==> config.mk <==
export PLATFORM = sky130hd
export DESIGN_NAME = neighbor_rule_stage
export DESIGN_NICKNAME = d
export VERILOG_FILES = /design/src/rtl/life_pkg.sv /design/src/rtl/life_rule.sv /design/src/rtl/neighbor_rule_stage.sv
export SDC_FILE = /design/constraint.sdc
export NUM_CORES = 1
export LEC_CHECK = 0
export CORE_ASPECT_RATIO = 1.5
export CORE_UTILIZATION = 55
export DETAILED_ROUTE_END_ITERATION = 12
export GPL_TIMING_DRIVEN = 0
export PLACE_DENSITY_LB_ADDON = 0.1
export SLEW_MARGIN = 10
export SYNTH_ARGS = -nofsm -noshare
export SYNTH_HDL_FRONTEND = slang
export SYNTH_SLANG_ARGS = --single-unit
==> constraint.sdc <==
create_clock -name clk -period 3.05 [get_ports clk]
set_input_delay 0.305 -clock clk [delete_from_list [all_inputs] [get_ports clk]]
set_output_delay 0.305 -clock clk [all_outputs]
set_load 0.02 [all_outputs]
==> src/rtl/life_pkg.sv <==
// life_pkg: shared types and rule constants for the Game-of-Life neighbour stage.
// The optional macro LIFE_HIGHLIFE_EN is used by life_rule. It is not used here.
package life_pkg;

   // A total neighbour count can be 0..8 after combining two partial sums.
   typedef logic [3:0] count_t;

   // Each partial sum comes from an upstream 2-bit-to-3-bit adder.
   typedef logic [2:0] partial_t;

   localparam count_t   BIRTH_CNT     = 4'd3;
   localparam count_t   BIRTH_ALT_CNT = 4'd6;
   localparam count_t   SURVIVE_LO    = 4'd2;
   localparam count_t   SURVIVE_HI    = 4'd3;
   localparam partial_t PARTIAL_MAX   = 3'd4;

   // Widen both partials before adding them, so the carry is kept (no truncation).
   function automatic count_t add_partials(input partial_t a, input partial_t b);
      return {1'b0, a} + {1'b0, b};
   endfunction

endpackage

==> src/rtl/life_rule.sv <==
// life_rule: combinational next-state rule for one cell.
// Default rule: B3/S23.
// Defining LIFE_HIGHLIFE_EN selects B36/S23, which adds birth on 6 neighbours.
module life_rule
   import life_pkg::*;
(
   input  logic   alive,
   input  count_t count,
   output logic   next_alive,
   output logic   born,
   output logic   died
);

   logic birth;
   logic survive;

`ifdef LIFE_HIGHLIFE_EN
   assign birth = (count == BIRTH_CNT) || (count == BIRTH_ALT_CNT);
`else
   assign birth = (count == BIRTH_CNT);
`endif

   assign survive = (count >= SURVIVE_LO) && (count <= SURVIVE_HI);

   // A dead cell can only be born and a live cell can only survive.
   // Because of this, the birth counts never keep a live cell alive.
   always_comb begin
      next_alive = alive ? survive : birth;
      born       = !alive && next_alive;
      died       = alive && !next_alive;
   end

endmodule

==> src/rtl/neighbor_rule_stage.sv <==
// neighbor_rule_stage: two-stage valid/ready pipeline.
//   Stage S1 adds the two partial neighbour counts.
//   Stage S2 applies the life rule.
// Per-generation statistics are kept at the output handshake.
// The rule variant is chosen by the LIFE_HIGHLIFE_EN macro inside life_rule.
module neighbor_rule_stage
   import life_pkg::*;
#(
   parameter int CNT_W = 16
) (
   input  logic             clk,
   input  logic             rst_n,
   input  logic             in_valid,
   output logic             in_ready,
   input  logic [2:0]       in_sum_lo,
   input  logic [2:0]       in_sum_hi,
   input  logic             in_alive,
   input  logic             in_last,
   output logic             out_valid,
   input  logic             out_ready,
   output logic             out_alive,
   output logic [3:0]       out_count,
   output logic             out_born,
   output logic             out_died,
   output logic             out_last,
   output logic [CNT_W-1:0] gen_count,
   output logic [CNT_W-1:0] pop_final,
   output logic             extinct,
   output logic             count_err
);

   // run holds in_ready low during reset.
   // It rises on the first clock edge after reset is released.
   logic             run;
   logic             s1_valid;
   count_t           s1_count;
   logic             s1_alive;
   logic             s1_last;
   logic [CNT_W-1:0] pop_acc;

   logic             s2_ready;
   logic             s1_adv;
   logic             in_fire;
   logic             out_fire;
   logic             partial_err;
   logic             rule_alive;
   logic             rule_born;
   logic             rule_died;
   logic [CNT_W-1:0] pop_next;

   assign s2_ready    = !out_valid || out_ready;
   assign s1_adv      = s1_valid && s2_ready;
   assign in_ready    = run && (!s1_valid || s2_ready);
   assign in_fire     = in_valid && in_ready;
   assign out_fire    = out_valid && out_ready;
   assign partial_err = (in_sum_lo > PARTIAL_MAX) || (in_sum_hi > PARTIAL_MAX);

   // The population count saturates so that a very large generation pins at the maximum value.
   assign pop_next = (pop_acc == '1) ? pop_acc : pop_acc + CNT_W'(out_alive);

   life_rule u_rule (
      .alive      (s1_alive),
      .count      (s1_count),
      .next_alive (rule_alive),
      .born       (rule_born),
      .died       (rule_died)
   );

   // S1: capture the combined neighbour count and the cell flags.
   always_ff @(posedge clk or negedge rst_n) begin
      if (!rst_n) begin
         run      <= 1'b0;
         s1_valid <= 1'b0;
         s1_count <= '0;
         s1_alive <= 1'b0;
         s1_last  <= 1'b0;
      end else begin
         run <= 1'b1;
         if (in_fire) begin
            s1_valid <= 1'b1;
            s1_count <= add_partials(in_sum_lo, in_sum_hi);
            s1_alive <= in_alive;
            s1_last  <= in_last;
         end else if (s1_adv) begin
            s1_valid <= 1'b0;
         end
      end
   end

   // S2: register the rule result.
   // The payload is held while the output is stalled.
   always_ff @(posedge clk or negedge rst_n) begin
      if (!rst_n) begin
         out_valid <= 1'b0;
         out_alive <= 1'b0;
         out_count <= '0;
         out_born  <= 1'b0;
         out_died  <= 1'b0;
         out_last  <= 1'b0;
      end else if (s1_adv) begin
         out_valid <= 1'b1;
         out_alive <= rule_alive;
         out_count <= s1_count;
         out_born  <= rule_born;
         out_died  <= rule_died;
         out_last  <= s1_last;
      end else if (out_fire) begin
         out_valid <= 1'b0;
      end
   end

   // Generation statistics are updated on output handshakes.
   // The error flag is sticky and is set on bad partial sums at the input.
   always_ff @(posedge clk or negedge rst_n) begin
      if (!rst_n) begin
         pop_acc   <= '0;
         pop_final <= '0;
         gen_count <= '0;
         extinct   <= 1'b0;
         count_err <= 1'b0;
      end else begin
         if (in_fire && partial_err) begin
            count_err <= 1'b1;
         end
         if (out_fire) begin
            if (out_last) begin
               pop_final <= pop_next;
               pop_acc   <= '0;
               gen_count <= gen_count + CNT_W'(1);
               extinct   <= (pop_next == '0);
            end else begin
               pop_acc <= pop_next;
            end
         end
      end
   end

endmodule

# After elaboration in Yosys (flattened, before gate mapping)
# Index checks and enable logic that the tools add are counted.
dict set report classes {
  order_cmp 4
  n_mux 7
  eq_ne 2
  reduce_logical 19
  n_addsub 3
}
# cell n
set ops {}
lappend ops {{2-to-1 mux 16 bit} 2}
lappend ops {{adder 16 x 1 -> 16 bit} 1}
lappend ops {{adder 16 x 1 -> 16 bit (second input constant)} 1}
lappend ops {{equality test 16 bit (second input constant)} 1}
lappend ops {{zero test 16 bit} 1}
lappend ops {{logical AND 1 bit} 8}
lappend ops {{> comparator 3 bit (second input constant)} 2}
lappend ops {{2-to-1 mux 1 bit} 5}
lappend ops {{adder 3 x 3 -> 4 bit} 1}
lappend ops {{equality test 4 x 2 -> 1 bit (second input constant)} 1}
lappend ops {{greater-or-equal comparator 4 x 2 -> 1 bit (second input constant)} 1}
lappend ops {{<= comparator 4 x 2 -> 1 bit (second input constant)} 1}
lappend ops {{zero test 1 bit} 4}
lappend ops {{nonzero test 2 bit} 2}
lappend ops {{logical OR 1 bit} 3}
lappend ops {{AND reduction 2 bit} 1}
dict set report word_totals {
  in_bits 12
  word_cells 51
  ff_bits 67
}

# Depth between registers and ports, before layout
# Gate-level depths: netlist of the first run.
dict set report logic_depth {
  ltp_word 6
  mapped_depth 9
}

# Cells and area by module
# Synthesis of the first run repeated with hierarchy kept, for this count alone.
dict set report hier_totals {
  cells_unflattened 336
  area_unflattened_um2 3428.3
}
# mod n_inst seq_area_each_um2 cells_per_inst area_per_inst_um2
set by_module_without_submodules {}
lappend by_module_without_submodules {neighbor_rule_stage 1 1676.6 332 3393.3}
lappend by_module_without_submodules {life_rule 1 0.0 4 35.0}

# Least setup slack after synthesis of the first run
# No wires, ideal clock.
dict set report synth_path {
  path_kind {reg-to-reg}
  from {reg out_alive}
  to {reg extinct}
  period_less_slack_ns 2.111
  t_arrival_ns 2.016
  path_stages_with_launch 9
  required_ns 2.955
  path_slack_ns 0.939
  setup_ns 0.095
  path_buffers 0
  cell_sequence {dfrtp_1 ha_1 and4_1 and4_2 and3_1 mux2i_1 and4_2 nand3_1 o31ai_1}
}
dict set report synth_between {
  elab_chain_len 3
}
# item line_no
set synth_rtl {}
lappend synth_rtl {{start: declaration} neighbor_rule_stage.sv:21} ;# output logic out_alive,
lappend synth_rtl {{start signal: assignment} neighbor_rule_stage.sv:102} ;# out_alive <= rule_alive;
lappend synth_rtl {{adder 16 x 1 -> 16 bit} neighbor_rule_stage.sv:59} ;# assign pop_next = (pop_acc == '1) ? pop_acc : pop_acc + CNT_W'(out_alive);
lappend synth_rtl {{2-to-1 mux 16 bit} neighbor_rule_stage.sv:59}
lappend synth_rtl {{zero test 16 bit} neighbor_rule_stage.sv:130} ;# extinct <= (pop_next == '0);
lappend synth_rtl {{end signal: assignment} neighbor_rule_stage.sv:130}
lappend synth_rtl {{end: declaration} neighbor_rule_stage.sv:28} ;# output logic extinct,
# Every way passes these cells.
# A chain may end at the register's enable or synchronous reset.

# Worst setup path after layout of the first run
dict set report layout_path {
  from {reg pop_acc[0]}
  to {reg extinct}
}
dict set report layout_between {
  elab_chain_len 3
  word_cells_on_any_way 4
}
# item line_no
set layout_rtl {}
lappend layout_rtl {{start: declaration} neighbor_rule_stage.sv:39} ;# logic [CNT_W-1:0] pop_acc;
lappend layout_rtl {{start signal: assignment} neighbor_rule_stage.sv:132} ;# pop_acc <= pop_next;
lappend layout_rtl {{adder 16 x 1 -> 16 bit or equality test 16 bit (tied branches)} neighbor_rule_stage.sv:59}
lappend layout_rtl {{2-to-1 mux 16 bit *} neighbor_rule_stage.sv:59}
lappend layout_rtl {{zero test 16 bit *} neighbor_rule_stage.sv:130}
# Mark *: on every way between the ends. The rest lies on a longest branch, timed or not.

==> impl_metrics.yaml, run 1 <==
floorplanning:
  die_y_um: 97.4
  coreArea_um2: 5830
  rows: 34
  die_w_um: 65.6
  ios: 56
  start_util_pct: 57.2
  die_area_um2: 6380
routing:
  routed_via_density: 5.50
  antenna_left: 0
  wire_per_inst_um: 14.8
  dr.pass1.iters: 5
  vias: 2660
  drc: 0
  wirelength_mm: 7.17
  drtIter0Drc: 143
placement:
  place_congestion: 0.916
  portBuffers: 55
  dpl_worst_slack_ps: 633
  place_hpwl_mm: 5.29
grt:
  antenna_found_initial: 0
  grt_pass1_vias: 2633
  grt_pass1_wl_mm: 12.0
  grt-ovfl-total: 0
  grt_max_degree: 38
  grt_usage_pct: 25.0
clock_tree:
  root_buffer: "clkbuf_8"
  cts.sink_count: 67
  cts_htree_levels: 3
  cts_buffers: 9
  post_cts_resized: 0
  clk_pin_slew_ps: 70
  cts_buffer_depth: 2
  cts_tree: "done"
  cts_setup_buffers: 0
  insertion_delay_ps: 340
synthesis:
  async_flop_share_pct: 100
  yosysMostFrequentCell: "dfrtp_1"
  syn_nets: 358
  ys_ff_latch: 67
  synth_largest_type_area_fraction_pct: 50.3
  synth_top_cell_by_area: "dfrtp_1"
  netlist_top_cells_count: "dfrtp_1 (67), nand2_1 (61), o21ai_0 (38), nor2_1 (20), xnor2_1 (15)"
  yosys-top-cells-area: "dfrtp_1 (50%), nand2_1 (6.9%), o21ai_0 (5.7%), xnor2_1 (3.9%), xor2_1 (2.9%)"
  synth_cells: 339
  syn_area_um2: 3330
  yosysSeqAreaShare_pct: 50.3
  synthFlopType: "dfrtp_1"
  syn_avg_cell_area_um2: 9.84
  synth_edf_count: 0
  synth_warnings: 0
  synth.distinct_cells: 45
layout:
  final_util_pct: 72.8
  fillers: 457
  n_antenna_cell: 0
  drive_gt1_share_pct: 9.95
  area_growth_pct: 27.3
  multi_input_area_um2: 1510
  seq_area_um2: 1680
  fin_nets: 426
sta:
  slew_viol_final: 0
  period_share_pct: 80.5
  setup_slack_ps: 594
  period_needed_ps: 2460
  hold_viol: 0
  setup_viol: 0
  finClkSkew_ps: 7.33
  rsz0062_at_grt: "no"
  clock.fmax_ghz: 0.407
power_and_ir_drop:
  p_int_mw: 1.80
  peakVddDrop_uv: 431
  seq_power_share_pct: 42.9
  leakage_nw: 1.84
  p_per_area_nw_per_um2: 589
  combinationalPowerShare_pct: 21.3
  swShare_pct: 28.3
  p_clk_share_pct: 35.8
  power.switching_mw: 0.707
  power.total_mw: 2.50
worst_setup_path:
  required_ps: 3290
  crit_type: "reg2reg"
  cp-start-kind: "flip-flop"
  arrival_ps: 2700
  end_kind: "flip-flop"
  crit_fanout: 7
hold_path:
  hold_path_class: "in2async"
run:
  cap_violations: 0
run_status:
  outcome: "finished clean"
## layer usage
metal / wire length, µm / track usage, % / part of all wire (%)
met3: 251 / 3.76 / 3.5
met5: 0 / 0 / 0
met4: 189 / 16.1 / 2.6
met1: 2980 / 29.9 / 42
met2: 3750 / 40.7 / 52
## final cells by class
| type | count | share of cell area [%] |
|---|---|---|
| well taps | 72 | 2.12 |
| multi-input cells | 249 | 35.6 |
| clock inverters | 4 | 2.30 |
| plain buffers | 19 | 3.12 |
| repair buffers | 57 | 13.6 |
| clock buffers | 12 | 3.42 |
| inverters | 4 | 0.354 |
| flip-flops and latches | 67 | 39.5 |
## critical path, cell delays in order (launching register included)
cell and delay [ps]:
dfrtp_1 450, ha_1 330, nand4_1 240, nor2_1 250, nand4b_1 190, xor2_1 270
or3b_1 380, o31ai_1 260
## through the flow
stage	hold WS [ps]	std cells	TNS (ps)	area (µm²)
2_1_floorplan	9.41	339	0	3330
3_3_place_gp	457	466	-32390	3980
3_5_place_dp	262	467	0	3990
4_1_cts	439	484	0	4250
5_1_grt	456	484	0	4250
6_report	424	484	0	4250
## power groups by stage
stage / sequential (mW) / clock, mW / combinational (mW)
after floorplan: 1.16 / 0 / 0.200
after global placement: 1.08 / 0 / 0.519
after detailed placement: 1.09 / 0 / 0.534
after CTS: 1.07 / 0.910 / 0.539
after global routing: 1.09 / 0.944 / 0.582
final: 1.07 / 0.896 / 0.533
## timing repair
action / in CTS / in global routing
setup endpoints to repair: 0 / 0
hold buffers: 1 / 0
endpoints found under the hold margin: 30 / 0
## layout by cell type (no fill, tap or decap), types with 5 or more instances in the layout
cell type	count
dfrtp_1	67
nand2_1	61
clkdlybuf4s50_1	54
o21ai_0	38
nor2_1	20
xnor2_1	15
clkbuf_8	13
clkbuf_1	13
xor2_1	11
and3_1	10
o31ai_1	10
a21oi_1	10
nand4_1	9
nand3_1	8
mux2_2	8
ha_1	6
nor3_1	5
## kinds of logic after synthesis
| group | synth area share, % |
|---|---|
| compound gates | 11.5 |
| xor+xnor | 6.83 |
| fa+ha+maj | 2.85 |
| buf+inv | 4.43 |
| flops | 50.3 |
| mux | 3.64 |
| other cells | 0.112 |
| simple gates | 20.3 |
## worst paths after layout
path	start	endpoint	slack, ps	cells past startpoint
max	pop_acc[0]	extinct	590	7
min	rst_n	gen_count[14]	420	2
max reg2reg	pop_acc[0]	extinct	590	7
min reg2reg	out_born	out_born	480	2
max in group asynchronous	rst_n	pop_acc[10]	2100	3
min in group clk	out_born	out_born	480	2
## flip-flops by register name, summed over array words and instances, names as in the netlist
register and count:
pop_acc 16, run 1, out_last 1, out_alive 1, count_err 1, out_died 1
s1_count 4, s1_last 1, s1_alive 1, out_valid 1, gen_count 16, pop_final 16
extinct 1, out_count 4, out_born 1, s1_valid 1
(Power assumes the default switching activity.)
==> run 2: changes to the inputs <==
--- a/config.mk
+++ b/config.mk
@@ -6,7 +6,7 @@
 export NUM_CORES = 1
 export LEC_CHECK = 0
 export CORE_ASPECT_RATIO = 1.5
-export CORE_UTILIZATION = 55
+export CORE_UTILIZATION = 53
 export DETAILED_ROUTE_END_ITERATION = 12
 export GPL_TIMING_DRIVEN = 0
 export PLACE_DENSITY_LB_ADDON = 0.1
==> constraint.sdc (replaced) <==
create_clock -name clk -period 2.3 [get_ports clk]
set_input_delay 0.23 -clock clk [delete_from_list [all_inputs] [get_ports clk]]
set_output_delay 0.23 -clock clk [all_outputs]
set_load 0.02 [all_outputs]
==> run 2 against run 1 <==
Clock power decreased by 6.2%; global-route usage shrank 1.3 points; flip-flop and latch count stayed put; first-iteration DRC count increased by 35%; wire length is 0.89% lower; register-to-register slack got worse by 510 ps; clock-buffer cell count stayed put; die area grew 3.7%; via count up 1.4%; cell area rose by 1.5%; non-clock buffer count up 9; hold slack got worse by 150 ps; critical path type unchanged; critical endpoint unchanged.
==> impl_metrics.yaml, run 2 (synthesized netlist as in run 1, its figures left out) <==
grt:
  antenna_found_initial: 0
  grt_max_degree: 58
  grt_usage_pct: 23.6
  grt-ovfl-total: 0
  grt_pass1_wl_mm: 11.7
  grt_pass1_vias: 2673
clock_tree:
  cts_buffer_depth: 2
  root_buffer: "clkbuf_8"
  cts.sink_count: 67
  clk_pin_slew_ps: 60
  cts_buffers: 9
  cts_htree_levels: 3
  cts_tree: "done"
  insertion_delay_ps: 340
floorplanning:
  die_w_um: 66.8
  start_util_pct: 54.8
  rows: 35
  die_y_um: 99.1
  coreArea_um2: 6090
  ios: 56
  die_area_um2: 6620
run_status:
  outcome: "finished clean"
power_and_ir_drop:
  power.total_mw: 3.00
  peakVddDrop_uv: 661
  leakage_nw: 1.85
  p_per_area_nw_per_um2: 697
routing:
  drc: 0
  wire_per_inst_um: 14.4
  dr.pass1.iters: 4
  drtIter0Drc: 193
  routed_via_density: 5.47
  wirelength_mm: 7.11
  antenna_left: 0
  vias: 2698
placement:
  placed_cell_area_um2: 4000
  place_hpwl_mm: 5.22
  place_congestion: 0.901
  portBuffers: 55
layout:
  layout_commonest_cell: "dfrtp_1"
  area_growth_pct: 29.3
  final_cell_mix: "dfrtp_1 (65), nand2_1 (61), clkdlybuf4s50_1 (54)"
  drive_gt1_share_pct: 14.1
  n_antenna_cell: 0
  fin_nets: 435
  fin_area_um2: 4310
  largestRegisters: "gen_count x16, pop_acc x16, pop_final x16"
  final_util_pct: 70.8
sta:
  clock.fmax_ghz: 0.451
  period_needed_ps: 2220
  finClkSkew_ps: 9.31
  hold_viol: 0
  hold_slack_ps: 274
  setup_viol: 0
  period_share_pct: 96.4
  slew_viol_final: 0
worst_setup_path:
  r2r-end: "extinct"
  reg2regPathDepth: 8
  crit_type: "reg2reg"
  arrival_ps: 2460
  reg2reg_slack_ps: 80
  required_ps: 2550
  crit_fanout: 7
  cp-start-kind: "flip-flop"
  r2r_start: "pop_acc[4]"
  end_kind: "flip-flop"
hold_path:
  hold_path_class: "in2async"
run:
  cap_violations: 0
==> run 2: how the worst max path moves through the flow <==
stage,from,to,slack (ps),depth (start not counted)
2_1_floorplan,out_alive,extinct,190,8
3_3_place_gp,rst_n,pop_acc[14],-1240,1
3_5_place_dp,pop_acc[5],extinct,-140,9
4_1_cts,pop_acc[5],extinct,6,9
5_1_grt,pop_acc[5],extinct,-30,10
6_report,pop_acc[4],extinct,80,8
==> run 2: timing repair <==
item	in CTS	in global routing
hold endpoints to repair	10	0
gates resized for setup	5	11
setup endpoints to repair	1	2
gates cloned	0	0
setup buffers	3	6
hold buffers	1	0
pin swaps	4	4
==> run 2: metrics by stage <==
step	std cells	setup slack (ps)	TNS, ps
2_1_floorplan	339	189	0
3_3_place_gp	468	-1240	-82740
3_5_place_dp	469	-136	-136
4_1_cts	487	6.49	0
5_1_grt	493	-26.2	-33.8
6_report	493	82.6	0
==> run 2: area by class of cell <==
type	instances	area (µm²)
inverters	4	15.0
well taps	74	92.6
flip-flops and latches	67	1680
multi-input cells	249	1570
fillers	485	1780
clock buffers	12	155
clock inverters	2	12.5
plain buffers	19	134
repair buffers	66	653
==> run 2: layer usage <==
layer | vias to the layer above | track usage (%) | part of all wire [%]
met2 | 77 | 42.2 | 54
met1 | 1283 | 25.7 | 40
met5 | - | 0 | 0
met4 | 0 | 11.5 | 2.3
met3 | 15 | 4.82 | 4.2
li1 | 1323 | - | -
==> run 2: power breakdown <==
| group | internal, mW | switching, mW | total [mW] |
|---|---|---|---|
| sequential | 1.31 | 0.122 | 1.43 |
| combinational | 0.341 | 0.392 | 0.733 |
| clock | 0.436 | 0.404 | 0.840 |
==> run 2: critical path, cell delays in order, from the launching register on <==
cell      delay [ps]
dfrtp_1          450
and3_1           200
buf_6            120
nand4_1          170
nor2_2           200
nand4b_1         190
xor2_2           220
or3b_1           360
o31ai_1          230
